===== src/rtl/mips_cpu_pkg.sv =====
// Shared types for the MIPS CPU memory bridge: access-size encoding,
// bridge FSM states and the alignment predicate used by the optional
// alignment check (enabled with MIPS_MEM_BRIDGE_ALIGN_CHECK_EN).
package mips_cpu_pkg;

  // CPU data access size; the unused code 2'b11 is handled as a word
  typedef enum logic [1:0] {
    SIZE_BYTE = 2'b00,
    SIZE_HALF = 2'b01,
    SIZE_WORD = 2'b10
  } size_e;

  // Bridge FSM: wait for a request, drive the bus, wait for read data
  typedef enum logic [1:0] {
    IDLE = 2'b00,
    BUS  = 2'b01,
    RESP = 2'b10
  } state_e;

  // True when a half is not on a 2-byte or a word is not on a 4-byte boundary
  function automatic logic is_misaligned(input logic [1:0] size, input logic [1:0] addr_lo);
    logic mis;
    mis = 1'b0;
    if (size == SIZE_HALF) begin
      mis = addr_lo[0];
    end else if (size != SIZE_BYTE) begin
      mis = (addr_lo != 2'b00);
    end
    return mis;
  endfunction

endpackage


===== src/rtl/mips_cpu_mem_bridge_if.sv =====
// CPU-side fetch/data handshakes plus the Avalon-MM master command and
// response signals. The d_err line exists only when
// MIPS_MEM_BRIDGE_ALIGN_CHECK_EN is defined.
interface mips_cpu_mem_bridge_if;

  logic        i_req;
  logic [31:0] i_addr;
  logic        i_ready;
  logic [31:0] i_rdata;

  logic        d_req;
  logic        d_we;
  logic [1:0]  d_size;
  logic [31:0] d_addr;
  logic [31:0] d_wdata;
  logic        d_ready;
  logic [31:0] d_rdata;
`ifdef MIPS_MEM_BRIDGE_ALIGN_CHECK_EN
  logic        d_err;
`endif

  logic [31:0] avm_address;
  logic [3:0]  avm_byteenable;
  logic        avm_read;
  logic        avm_write;
  logic [31:0] avm_writedata;
  logic        avm_waitrequest;
  logic [31:0] avm_readdata;

  // Bridge view: serves the CPU and masters the Avalon bus
  modport master (
    input  i_req, i_addr, d_req, d_we, d_size, d_addr, d_wdata,
    input  avm_waitrequest, avm_readdata,
    output i_ready, i_rdata, d_ready, d_rdata,
`ifdef MIPS_MEM_BRIDGE_ALIGN_CHECK_EN
    output d_err,
`endif
    output avm_address, avm_byteenable, avm_read, avm_write, avm_writedata
  );

  // Environment view: CPU requester and Avalon slave memory
  modport slave (
    output i_req, i_addr, d_req, d_we, d_size, d_addr, d_wdata,
    output avm_waitrequest, avm_readdata,
    input  i_ready, i_rdata, d_ready, d_rdata,
`ifdef MIPS_MEM_BRIDGE_ALIGN_CHECK_EN
    input  d_err,
`endif
    input  avm_address, avm_byteenable, avm_read, avm_write, avm_writedata
  );

endinterface


===== src/rtl/mips_cpu_mem_lane.sv =====
// Byte-lane steering between right-justified CPU data and the 32-bit
// Avalon data bus. Low address bits that do not fit the access size are
// ignored, so a misaligned half/word is treated as its aligned container.
module mips_cpu_mem_lane
  import mips_cpu_pkg::*;
(
  input  logic [1:0]  size,
  input  logic [1:0]  addr_lo,
  input  logic [31:0] wdata,
  input  logic [31:0] bus_rdata,
  output logic [3:0]  byteenable,
  output logic [31:0] lane_wdata,
  output logic [31:0] lane_rdata
);

  logic [1:0]  lo_al;
  logic [31:0] shifted;

  // Select enabled lanes, replicate store data and extract load data
  always_comb begin
    lo_al      = 2'b00;
    byteenable = 4'b1111;
    lane_wdata = wdata;
    shifted    = bus_rdata;
    lane_rdata = bus_rdata;
    case (size)
      SIZE_BYTE: begin
        lo_al      = addr_lo;
        byteenable = 4'b0001 << addr_lo;
        lane_wdata = {4{wdata[7:0]}};
        shifted    = bus_rdata >> {lo_al, 3'b000};
        lane_rdata = {24'h000000, shifted[7:0]};
      end
      SIZE_HALF: begin
        lo_al      = {addr_lo[1], 1'b0};
        byteenable = addr_lo[1] ? 4'b1100 : 4'b0011;
        lane_wdata = {2{wdata[15:0]}};
        shifted    = bus_rdata >> {lo_al, 3'b000};
        lane_rdata = {16'h0000, shifted[15:0]};
      end
      default: begin
        lo_al      = 2'b00;
        byteenable = 4'b1111;
        lane_wdata = wdata;
        shifted    = bus_rdata >> {lo_al, 3'b000};
        lane_rdata = shifted;
      end
    endcase
  end

endmodule


===== src/rtl/mips_cpu_mem_bridge.sv =====
// Arbitrates the MIPS instruction-fetch and data ports onto one Avalon-MM
// master with a single outstanding transfer; data wins over fetch.
// Optional feature: define MIPS_MEM_BRIDGE_ALIGN_CHECK_EN to reject
// misaligned half/word accesses with d_err instead of forcing alignment.
module mips_cpu_mem_bridge
  import mips_cpu_pkg::*;
#(
  parameter int READ_LATENCY = 1
)
(
  input logic                  clk,
  input logic                  reset_n,
  mips_cpu_mem_bridge_if.master mem_if
);

  localparam int CNT_W = (READ_LATENCY > 1) ? $clog2(READ_LATENCY) : 1;
  localparam logic [CNT_W-1:0] CNT_LOAD = CNT_W'(READ_LATENCY - 1);

  state_e           state_q, state_d;
  logic [CNT_W-1:0] cnt_q, cnt_d;
  logic             src_data_q, src_data_d;
  logic [1:0]       size_q, size_d;
  logic [1:0]       lo_q, lo_d;
  logic [31:0]      address_q, address_d;
  logic [3:0]       be_q, be_d;
  logic             read_q, read_d;
  logic             write_q, write_d;
  logic [31:0]      wdata_q, wdata_d;
  logic             i_ready_q, i_ready_d;
  logic [31:0]      i_rdata_q, i_rdata_d;
  logic             d_ready_q, d_ready_d;
  logic [31:0]      d_rdata_q, d_rdata_d;
`ifdef MIPS_MEM_BRIDGE_ALIGN_CHECK_EN
  logic             d_err_q, d_err_d;
`endif

  logic        d_go, i_go;
  logic [1:0]  sel_size, sel_lo;
  logic [3:0]  lane_be;
  logic [31:0] lane_wdata, lane_rdata;

  // A request is ignored while its own ready pulse is showing, because the
  // CPU only drops req on the edge that ends that pulse.
  assign d_go = mem_if.d_req && !d_ready_q;
  assign i_go = mem_if.i_req && !i_ready_q;

  // Lane logic sees the live request at grant time, the latched one later
  always_comb begin
    sel_size = size_q;
    sel_lo   = lo_q;
    if (state_q == IDLE) begin
      if (d_go) begin
        sel_size = mem_if.d_size;
        sel_lo   = mem_if.d_addr[1:0];
      end else begin
        sel_size = SIZE_WORD;
        sel_lo   = mem_if.i_addr[1:0];
      end
    end
  end

  mips_cpu_mem_lane u_lane (
    .size       (sel_size),
    .addr_lo    (sel_lo),
    .wdata      (mem_if.d_wdata),
    .bus_rdata  (mem_if.avm_readdata),
    .byteenable (lane_be),
    .lane_wdata (lane_wdata),
    .lane_rdata (lane_rdata)
  );

  // Next state, next bus command and completion pulses
  always_comb begin
    state_d    = state_q;
    cnt_d      = cnt_q;
    src_data_d = src_data_q;
    size_d     = size_q;
    lo_d       = lo_q;
    address_d  = address_q;
    be_d       = be_q;
    read_d     = read_q;
    write_d    = write_q;
    wdata_d    = wdata_q;
    i_ready_d  = 1'b0;
    i_rdata_d  = i_rdata_q;
    d_ready_d  = 1'b0;
    d_rdata_d  = d_rdata_q;
`ifdef MIPS_MEM_BRIDGE_ALIGN_CHECK_EN
    d_err_d    = 1'b0;
`endif
    case (state_q)
      IDLE: begin
        if (d_go) begin
`ifdef MIPS_MEM_BRIDGE_ALIGN_CHECK_EN
          if (is_misaligned(mem_if.d_size, mem_if.d_addr[1:0])) begin
            d_ready_d = 1'b1;
            d_err_d   = 1'b1;
          end else begin
`else
          begin
`endif
            state_d    = BUS;
            src_data_d = 1'b1;
            size_d     = sel_size;
            lo_d       = sel_lo;
            address_d  = {mem_if.d_addr[31:2], 2'b00};
            be_d       = lane_be;
            wdata_d    = lane_wdata;
            read_d     = !mem_if.d_we;
            write_d    = mem_if.d_we;
          end
        end else if (i_go) begin
          state_d    = BUS;
          src_data_d = 1'b0;
          size_d     = sel_size;
          lo_d       = sel_lo;
          address_d  = {mem_if.i_addr[31:2], 2'b00};
          be_d       = lane_be;
          read_d     = 1'b1;
          write_d    = 1'b0;
        end
      end
      BUS: begin
        if ((read_q || write_q) && !mem_if.avm_waitrequest) begin
          if (write_q) begin
            state_d   = IDLE;
            write_d   = 1'b0;
            d_ready_d = 1'b1;
          end else begin
            state_d = RESP;
            read_d  = 1'b0;
            cnt_d   = CNT_LOAD;
          end
        end
      end
      RESP: begin
        if (cnt_q == '0) begin
          state_d = IDLE;
          if (src_data_q) begin
            d_ready_d = 1'b1;
            d_rdata_d = lane_rdata;
          end else begin
            i_ready_d = 1'b1;
            i_rdata_d = lane_rdata;
          end
        end else begin
          cnt_d = cnt_q - 1'b1;
        end
      end
      default: state_d = IDLE;
    endcase
  end

  // State and registered outputs; reset clears everything mid-transfer too
  always_ff @(posedge clk or negedge reset_n) begin
    if (!reset_n) begin
      state_q    <= IDLE;
      cnt_q      <= '0;
      src_data_q <= 1'b0;
      size_q     <= 2'b00;
      lo_q       <= 2'b00;
      address_q  <= '0;
      be_q       <= '0;
      read_q     <= 1'b0;
      write_q    <= 1'b0;
      wdata_q    <= '0;
      i_ready_q  <= 1'b0;
      i_rdata_q  <= '0;
      d_ready_q  <= 1'b0;
      d_rdata_q  <= '0;
`ifdef MIPS_MEM_BRIDGE_ALIGN_CHECK_EN
      d_err_q    <= 1'b0;
`endif
    end else begin
      state_q    <= state_d;
      cnt_q      <= cnt_d;
      src_data_q <= src_data_d;
      size_q     <= size_d;
      lo_q       <= lo_d;
      address_q  <= address_d;
      be_q       <= be_d;
      read_q     <= read_d;
      write_q    <= write_d;
      wdata_q    <= wdata_d;
      i_ready_q  <= i_ready_d;
      i_rdata_q  <= i_rdata_d;
      d_ready_q  <= d_ready_d;
      d_rdata_q  <= d_rdata_d;
`ifdef MIPS_MEM_BRIDGE_ALIGN_CHECK_EN
      d_err_q    <= d_err_d;
`endif
    end
  end

  assign mem_if.avm_address    = address_q;
  assign mem_if.avm_byteenable = be_q;
  assign mem_if.avm_read       = read_q;
  assign mem_if.avm_write      = write_q;
  assign mem_if.avm_writedata  = wdata_q;
  assign mem_if.i_ready        = i_ready_q;
  assign mem_if.i_rdata        = i_rdata_q;
  assign mem_if.d_ready        = d_ready_q;
  assign mem_if.d_rdata        = d_rdata_q;
`ifdef MIPS_MEM_BRIDGE_ALIGN_CHECK_EN
  assign mem_if.d_err          = d_err_q;
`endif

endmodule


===== src/flat_wrapper.sv =====
// flat-port wrapper written by rule: the top's interface ports become plain ports
module mips_cpu_mem_bridge_flat import mips_cpu_pkg::*;
#(
  parameter int READ_LATENCY = 1
)
  (clk, reset_n, mem_if_i_req, mem_if_i_addr, mem_if_d_req, mem_if_d_we, mem_if_d_size, mem_if_d_addr, mem_if_d_wdata, mem_if_avm_waitrequest, mem_if_avm_readdata, mem_if_i_ready, mem_if_i_rdata, mem_if_d_ready, mem_if_d_rdata, mem_if_avm_address, mem_if_avm_byteenable, mem_if_avm_read, mem_if_avm_write, mem_if_avm_writedata);
  mips_cpu_mem_bridge_if mem_if_i ();
  input logic clk;
  input logic reset_n;
  input wire logic [$bits(mem_if_i.i_req)-1:0] mem_if_i_req;
  input wire logic [$bits(mem_if_i.i_addr)-1:0] mem_if_i_addr;
  input wire logic [$bits(mem_if_i.d_req)-1:0] mem_if_d_req;
  input wire logic [$bits(mem_if_i.d_we)-1:0] mem_if_d_we;
  input wire logic [$bits(mem_if_i.d_size)-1:0] mem_if_d_size;
  input wire logic [$bits(mem_if_i.d_addr)-1:0] mem_if_d_addr;
  input wire logic [$bits(mem_if_i.d_wdata)-1:0] mem_if_d_wdata;
  input wire logic [$bits(mem_if_i.avm_waitrequest)-1:0] mem_if_avm_waitrequest;
  input wire logic [$bits(mem_if_i.avm_readdata)-1:0] mem_if_avm_readdata;
  output wire logic [$bits(mem_if_i.i_ready)-1:0] mem_if_i_ready;
  output wire logic [$bits(mem_if_i.i_rdata)-1:0] mem_if_i_rdata;
  output wire logic [$bits(mem_if_i.d_ready)-1:0] mem_if_d_ready;
  output wire logic [$bits(mem_if_i.d_rdata)-1:0] mem_if_d_rdata;
  output wire logic [$bits(mem_if_i.avm_address)-1:0] mem_if_avm_address;
  output wire logic [$bits(mem_if_i.avm_byteenable)-1:0] mem_if_avm_byteenable;
  output wire logic [$bits(mem_if_i.avm_read)-1:0] mem_if_avm_read;
  output wire logic [$bits(mem_if_i.avm_write)-1:0] mem_if_avm_write;
  output wire logic [$bits(mem_if_i.avm_writedata)-1:0] mem_if_avm_writedata;
  assign mem_if_i.i_req = mem_if_i_req;
  assign mem_if_i.i_addr = mem_if_i_addr;
  assign mem_if_i.d_req = mem_if_d_req;
  assign mem_if_i.d_we = mem_if_d_we;
  assign mem_if_i.d_size = mem_if_d_size;
  assign mem_if_i.d_addr = mem_if_d_addr;
  assign mem_if_i.d_wdata = mem_if_d_wdata;
  assign mem_if_i.avm_waitrequest = mem_if_avm_waitrequest;
  assign mem_if_i.avm_readdata = mem_if_avm_readdata;
  assign mem_if_i_ready = mem_if_i.i_ready;
  assign mem_if_i_rdata = mem_if_i.i_rdata;
  assign mem_if_d_ready = mem_if_i.d_ready;
  assign mem_if_d_rdata = mem_if_i.d_rdata;
  assign mem_if_avm_address = mem_if_i.avm_address;
  assign mem_if_avm_byteenable = mem_if_i.avm_byteenable;
  assign mem_if_avm_read = mem_if_i.avm_read;
  assign mem_if_avm_write = mem_if_i.avm_write;
  assign mem_if_avm_writedata = mem_if_i.avm_writedata;
  mips_cpu_mem_bridge #(.READ_LATENCY(READ_LATENCY)) u_core (.clk(clk), .reset_n(reset_n), .mem_if(mem_if_i));
endmodule

===== config.mk =====
export PLATFORM = sky130hd
export DESIGN_NAME = mips_cpu_mem_bridge_flat
export DESIGN_NICKNAME = d
export VERILOG_FILES = /design/src/rtl/mips_cpu_pkg.sv /design/src/rtl/mips_cpu_mem_bridge_if.sv /design/src/rtl/mips_cpu_mem_lane.sv /design/src/rtl/mips_cpu_mem_bridge.sv /design/src/flat_wrapper.sv
export SDC_FILE = /design/constraint.sdc
export NUM_CORES = 1
export LEC_CHECK = 0
export CORE_UTILIZATION = 46
export CTS_CLUSTER_SIZE = 25
export DETAILED_ROUTE_END_ITERATION = 7
export PLACE_DENSITY = 0.86
export SLEW_MARGIN = 10
export SYNTH_ARGS = -nofsm -noshare
export SYNTH_HDL_FRONTEND = slang
export SYNTH_SLANG_ARGS = --single-unit

===== constraint.sdc =====
create_clock -name clk -period 4.6 [get_ports clk]
set_clock_uncertainty 0.15 [all_clocks]
set_input_delay 0.92 -clock clk [delete_from_list [all_inputs] [get_ports clk]]
set_output_delay 0.92 -clock clk [all_outputs]
set_load 0.02 [all_outputs]

==> results of run 1 <==
-- worst max path at each step --
stage                     slack [ns]  depth (start not counted)                  endpoint         startpoint
after floorplan                 2.24                          8  u_core.mem_if.d_rdata[0]       mem_if_d_req
after global placement          1.15                          6  u_core.mem_if.i_rdata[1]       mem_if_d_req
after detailed placement         1.0                          6  u_core.mem_if.d_rdata[0]       mem_if_d_req
after CTS                       1.35                          7  u_core.mem_if.d_rdata[0]  u_core.state_q[1]
after global routing            1.10                          7  u_core.mem_if.d_rdata[0]  u_core.state_q[1]
final                           1.33                          6  u_core.mem_if.d_rdata[0]       mem_if_d_req
-- synthesized netlist by cell type (all sizes together) (2+ instances only) --
library cell,n,area share (%)
nand2,163,9.5
dfrtp,141,55
o21ai,98,7.7
mux2i,64,9.9
nor2,36,2.1
clkbuf,28,1.6
a31oi,27,2.6
buf,18,1.8
a22oi,16,1.9
a211oi,8,0.93
a21o,8,0.93
o22a,8,1.1
a21oi,6,0.47
inv,6,0.35
nand2b,5,0.48
ha,4,0.78
nand3,3,0.23
nand4b,3,0.41
o211ai,3,0.50
a31o,2,0.27
nor2b,2,0.19
-- critical path, cell delays in order --
cell	delay (ns)
clkdlybuf4s50_1	0.54
nor2b_1	0.59
o211ai_2	0.61
mux2i_1	0.38
o22a_1	0.21
a31oi_1	0.11
-- sequential cells by signal, summed over array words and instances (netlist names) --
| signal | flops |
|---|---|
| u_core.lo_q | 2 |
| u_core.mem_if.avm_address | 30 |
| u_core.mem_if.avm_byteenable | 4 |
| u_core.mem_if.avm_read | 1 |
| u_core.mem_if.avm_write | 1 |
| u_core.mem_if.avm_writedata | 32 |
| u_core.mem_if.d_rdata | 32 |
| u_core.mem_if.d_ready | 1 |
| u_core.mem_if.i_rdata | 32 |
| u_core.mem_if.i_ready | 1 |
| u_core.size_q | 2 |
| u_core.src_data_q | 1 |
| u_core.state_q | 2 |
-- power by group through the flow --
stage / logic [W] / clock network [W] / registers, W
after floorplan: 0.00139 / 0 / 0.00281
after global placement: 0.00360 / 0 / 0.00214
after detailed placement: 0.00367 / 0 / 0.00217
after CTS: 0.00372 / 0.00151 / 0.00216
after global routing: 0.00397 / 0.00157 / 0.00223
final: 0.00370 / 0.00150 / 0.00216
-- layer usage --
| layer | up-vias | wire length, um | global-route usage [%] |
|---|---|---|---|
| met5 | - | 0 | 0 |
| met4 | 0 | 545 | 12.4 |
| met3 | 38 | 1600 | 7.92 |
| met2 | 289 | 10100 | 48.4 |
| met1 | 2893 | 8100 | 35.1 |
| li1 | 2787 | - | - |
-- cells by family (layout without fill, tap and decap cells) --
group | count (synthesis) | after routing | share of synthesized area [%]
other cells | 1 | 2 | 0.0581
buf+inv | 53 | 318 | 3.88
fa+ha+maj | 4 | 4 | 0.776
simple gates | 215 | 215 | 13.4
compound gates | 181 | 181 | 17.3
flops | 141 | 141 | 54.7
mux | 64 | 64 | 9.93
-- area by class of cell --
type                    instances  area (um^2)
repair buffers                279         2780
inverters                       7         26.3
clock buffers                  23          488
multi-input cells             466         2700
well taps                     176          220
clock inverters                 9          156
flip-flops and latches        141         3530
fillers                       981         3560
-- per-stage QoR --
stage | instance area (um^2) | setup WS [ns] | instances | util (%)
2_1_floorplan | 6450 | 2.24 | 660 | -
3_3_place_gp | 9250 | 1.15 | 1069 | 68.8
3_5_place_dp | 9250 | 0.995 | 1069 | 68.8
4_1_cts | 9900 | 1.35 | 1101 | 73.6
5_1_grt | 9900 | 1.10 | 1101 | 73.6
6_report | 9900 | 1.33 | 1101 | 73.6
==> impl_metrics.env, run 1 <==
export IMPL_outcome="complete, no violations"
export IMPL_netlist_cell_type_count=38
export IMPL_mostFrequentLayoutCells="clkdlybuf4s50_1 (268), nand2_1 (161), dfrtp_1 (141), o21ai_0 (81), mux2i_1 (64)"
export IMPL_grt_overflow=0
export IMPL_final_common_cell="clkdlybuf4s50_1"
export IMPL_cp_start_kind="primary input"
export IMPL_period_minus_slack_ns=3.27
export IMPL_cts_resized=0
export IMPL_holdPathEnd="u_core.mem_if.avm_writedata[1]"
export IMPL_grt_pass1_vias=5889
export IMPL_syn_area_um2=6450
export IMPL_r2r_start="u_core.state_q[1]"
export IMPL_cts_tree="done"
export IMPL_cts_buffers=17
export IMPL_ys_ff_latch=141
export IMPL_drtPass1Iterations=5
export IMPL_synth_edf_count=0
export IMPL_nets=1052
export IMPL_final_hold_viol_count=0
export IMPL_port_buffers=269
export IMPL_power_frac_seq_pct=29.4
export IMPL_rsz0062_at_grt="no"
export IMPL_clk_latency_ns=0.42
export IMPL_grt_pass1_wl_um=31600
export IMPL_clkPwrFrac_pct=20.3
export IMPL_avgViaCountPerCell=5.46
export IMPL_drv_slew=0
export IMPL_cp_arrival_ns=3.38
export IMPL_syn2layout_area_growth_pct=53.4
export IMPL_synth_warnings=0
export IMPL_synthArstFlopShare_pct=100
export IMPL_syn_inst=659
export IMPL_hold_slack_ns=0.326
export IMPL_total_power_w=0.00736
export IMPL_internal_power_w=0.00442
export IMPL_grt_max_degree=98
export IMPL_clk_pin_slew_ns=0.06
export IMPL_fp_dieH_um=120
export IMPL_p_sw_w=0.00294
export IMPL_die_area_um2=14500
export IMPL_hold_class="flip-flop to flip-flop"
export IMPL_cp_end_kind="flip-flop"
export IMPL_tns_ns=0
export IMPL_routed_wl_um=20400
export IMPL_clk_path_buf_depth=2
export IMPL_final_period_utilization_pct=71.1
export IMPL_syn_avg_cell_area_um2=9.79
export IMPL_hold_start="u_core.mem_if.avm_writedata[1]"
export IMPL_wl_per_cell_um=18.5
export IMPL_path_class="primary input to flip-flop"
export IMPL_diodes=0
export IMPL_dp_hpwl_um=14300
export IMPL_antenna_found_initial=0
export IMPL_coreArea_um2=13500
export IMPL_ios=272
export IMPL_place_congestion=0.835
export IMPL_critPathMaxFanout=17
export IMPL_cts_num_sinks=141
export IMPL_worstHoldPathCells=2
export IMPL_holdBufCountCts=0
export IMPL_vias=6007
export IMPL_leakagePower_nw=4.44
export IMPL_drtAntennaViolNets=0
export IMPL_start_util_pct=48.0
export IMPL_setup_viol=0
export IMPL_ys_flop_type="dfrtp_1"
export IMPL_regToRegEndpoint="u_core.mem_if.d_rdata[0]"
export IMPL_slew_headroom_pct=21.0
export IMPL_fp_dieW_um=120
export IMPL_p_comb_share_pct=50.3
export IMPL_reg2regPathDepth=7
export IMPL_cp_required_ns=4.71
export IMPL_cts_htree_levels=4
export IMPL_timing_fmax_mhz=306
export IMPL_track_usage_pct=28.9
export IMPL_swShare_pct=40.0
export IMPL_worst_pin_slew_ns=1.18
export IMPL_rows=42
export IMPL_layout_drive_gt1_share_pct=5.62
export IMPL_root_buffer="clkbuf_16"
export IMPL_synth_seq_area_share_pct=54.7
export IMPL_cts_setup_buffers=0
export IMPL_ir_worst_vdd_mv=0.357
export IMPL_maxCapViolCount=0
export IMPL_route_detailed_drc=0
export IMPL_drt_iter0_markers=489
export IMPL_r2r_slack_ns=1.35
export IMPL_powerDensity_nw_per_um2=744
(Power assumes the default switching activity.)
==> inputs of run 2 (changes only) <==
--- a/config.mk
+++ b/config.mk
@@ -5,10 +5,10 @@
 export SDC_FILE = /design/constraint.sdc
 export NUM_CORES = 1
 export LEC_CHECK = 0
-export CORE_UTILIZATION = 46
+export CORE_UTILIZATION = 43
 export CTS_CLUSTER_SIZE = 25
 export DETAILED_ROUTE_END_ITERATION = 7
-export PLACE_DENSITY = 0.86
+export PLACE_DENSITY = 0.81
 export SLEW_MARGIN = 10
 export SYNTH_ARGS = -nofsm -noshare
 export SYNTH_HDL_FRONTEND = slang
==> constraint.sdc (replaced) <==
create_clock -name clk -period 3.3 [get_ports clk]
set_clock_uncertainty 0.15 [all_clocks]
set_input_delay 0.66 -clock clk [delete_from_list [all_inputs] [get_ports clk]]
set_output_delay 0.66 -clock clk [all_outputs]
set_load 0.02 [all_outputs]
==> impl_metrics.env, run 2 (synthesis gave the netlist of run 1 again) <==
export IMPL_p_comb_share_pct=51.0
export IMPL_cp_end_kind="flip-flop"
export IMPL_maxCapViolCount=0
export IMPL_cts_htree_levels=4
export IMPL_reg2regPathDepth=7
export IMPL_avgViaCountPerCell=5.38
export IMPL_leakagePower_nw=4.46
export IMPL_ir_worst_vdd_mv=0.451
export IMPL_register_area_um2=3530
export IMPL_holdBufCountCts=0
export IMPL_dp_hpwl_um=14100
export IMPL_path_class="flip-flop to flip-flop"
export IMPL_drt_iter0_markers=479
export IMPL_cts_num_sinks=141
export IMPL_clk_latency_ns=0.42
export IMPL_critPathMaxFanout=16
export IMPL_track_usage_pct=25.9
export IMPL_hold_class="primary input to async pin"
export IMPL_cp_arrival_ns=3.05
export IMPL_clk_pin_slew_ns=0.06
export IMPL_r2r_start="u_core.state_q[1]"
export IMPL_ios=272
export IMPL_final_common_cell="clkdlybuf4s50_1"
export IMPL_cts_resized=0
export IMPL_mostFrequentLayoutCells="clkdlybuf4s50_1 (268), nand2_1 (161), dfrtp_1 (141), o21ai_0 (81), mux2i_1 (64)"
export IMPL_period_minus_slack_ns=2.88
export IMPL_cts_tree="done"
export IMPL_power_frac_seq_pct=29.6
export IMPL_grt_pass1_vias=5765
export IMPL_final_period_utilization_pct=87.2
export IMPL_powerDensity_nw_per_um2=1020
export IMPL_final_hold_viol_count=0
export IMPL_grt_overflow=0
export IMPL_fp_dieH_um=124
export IMPL_rows=44
export IMPL_nets=1057
export IMPL_clkPwrFrac_pct=19.4
export IMPL_die_area_um2=15500
export IMPL_clk_path_buf_depth=2
export IMPL_port_buffers=269
export IMPL_coreArea_um2=14600
export IMPL_dp_cells=1082
export IMPL_worst_pin_slew_ns=0.799
export IMPL_root_buffer="clkbuf_16"
export IMPL_syn2layout_area_growth_pct=53.9
export IMPL_vias=5991
export IMPL_r2r_slack_ns=0.42
export IMPL_cp_start_kind="flip-flop"
export IMPL_drtPass1Iterations=5
export IMPL_outcome="complete, no violations"
export IMPL_dpl_cell_area_um2=9320
export IMPL_cp_required_ns=3.48
export IMPL_grt_max_degree=77
export IMPL_diodes=0
export IMPL_fillCellCount=1135
export IMPL_fin_ws_ns=0.423
export IMPL_cts_buffers=17
export IMPL_grt_pass1_wl_um=30800
export IMPL_cts_setup_buffers=0
export IMPL_wl_per_cell_um=17.7
export IMPL_routed_wl_um=19700
export IMPL_layout_drive_gt1_share_pct=6.24
export IMPL_antenna_found_initial=0
export IMPL_setup_viol=0
export IMPL_drv_slew=0
export IMPL_rsz0062_at_grt="no"
export IMPL_timing_fmax_mhz=348
export IMPL_slew_headroom_pct=46.7
export IMPL_pre_cts_slack_ns=0.227
export IMPL_regToRegEndpoint="u_core.mem_if.i_rdata[3]"
export IMPL_p_sw_w=0.00406
export IMPL_fp_dieW_um=124
export IMPL_start_util_pct=44.2
export IMPL_drtAntennaViolNets=0
export IMPL_internal_power_w=0.00608
export IMPL_design_area_um2=9930
export IMPL_tns_ns=0
export IMPL_route_detailed_drc=0
export IMPL_place_congestion=0.815
export IMPL_swShare_pct=40.0
export IMPL_multi_input_area_um2=2700
export IMPL_fin_cells=1114
[run 2: cell count changes in the layout (fill, tap and decap cells not counted), sizes merged]
cell | previous run | this run
inv | 7 | 6
clkinvlp | 3 | 2
clkinv | 2 | 6
bufinv | 4 | 3
clkbuf | 23 | 22
buf | 11 | 16
[run 2: metrics by stage]
step	power (W)	util, %	hold WS (ns)
final	0.0101	68.0	0.101
after detailed placement	0.00818	63.9	0.312
after floorplan	0.00585	-	0.214
after global routing	0.0107	68.0	0.147
after global placement	0.00806	63.9	0.307
after CTS	0.0102	68.0	0.132
[run 2: per-layer routing]
metal / global-route usage, % / part of all wire [%]
met1: 33.4 / 41
met2: 40.7 / 48
met3: 6.31 / 7.5
met4: 12.5 / 3.2
met5: 0 / 0
[run 2: power groups by stage]
stage               clock network (W)  registers (W)  logic (W)
floorplan                           0        0.00392    0.00193
detailed placement                  0        0.00301    0.00517
global placement                    0        0.00298    0.00508
finish                        0.00197        0.00300    0.00517
global route                  0.00208        0.00310    0.00553
CTS                           0.00200        0.00300    0.00520
[run 2: worst max-delay path, stage by stage, from the launching register on]
cell and delay, ns:
dfrtp_1 0.39, inv_1 0.14, ha_1 0.54, nand2_1 0.22, a2bb2oi_4 0.23, o21ai_2 0.66
a22oi_1 0.22, a31oi_1 0.24
[run 2: final cells by class]
| cell class | instances | share of cell area [%] |
|---|---|---|
| sequential | 141 | 35.5 |
| timing repair buffer | 284 | 28.5 |
| multi-input combinational | 466 | 27.2 |
| clock buffer | 22 | 4.78 |
| tap | 184 | 2.32 |
| clock inverter | 10 | 1.39 |
| inverter | 7 | 0.265 |
[run 2: worst max-delay path by stage]
stage,startpoint,endpoint,slack (ns)
after global routing,u_core.state_q[1],u_core.mem_if.i_rdata[0],0.26
after global placement,mem_if_d_req,u_core.mem_if.d_rdata[6],0.31
after detailed placement,mem_if_d_req,u_core.mem_if.d_rdata[2],0.23
final,u_core.state_q[1],u_core.mem_if.i_rdata[3],0.42
after floorplan,mem_if_d_req,u_core.mem_if.d_rdata[0],1.20
after CTS,u_core.state_q[1],u_core.mem_if.i_rdata[3],0.47
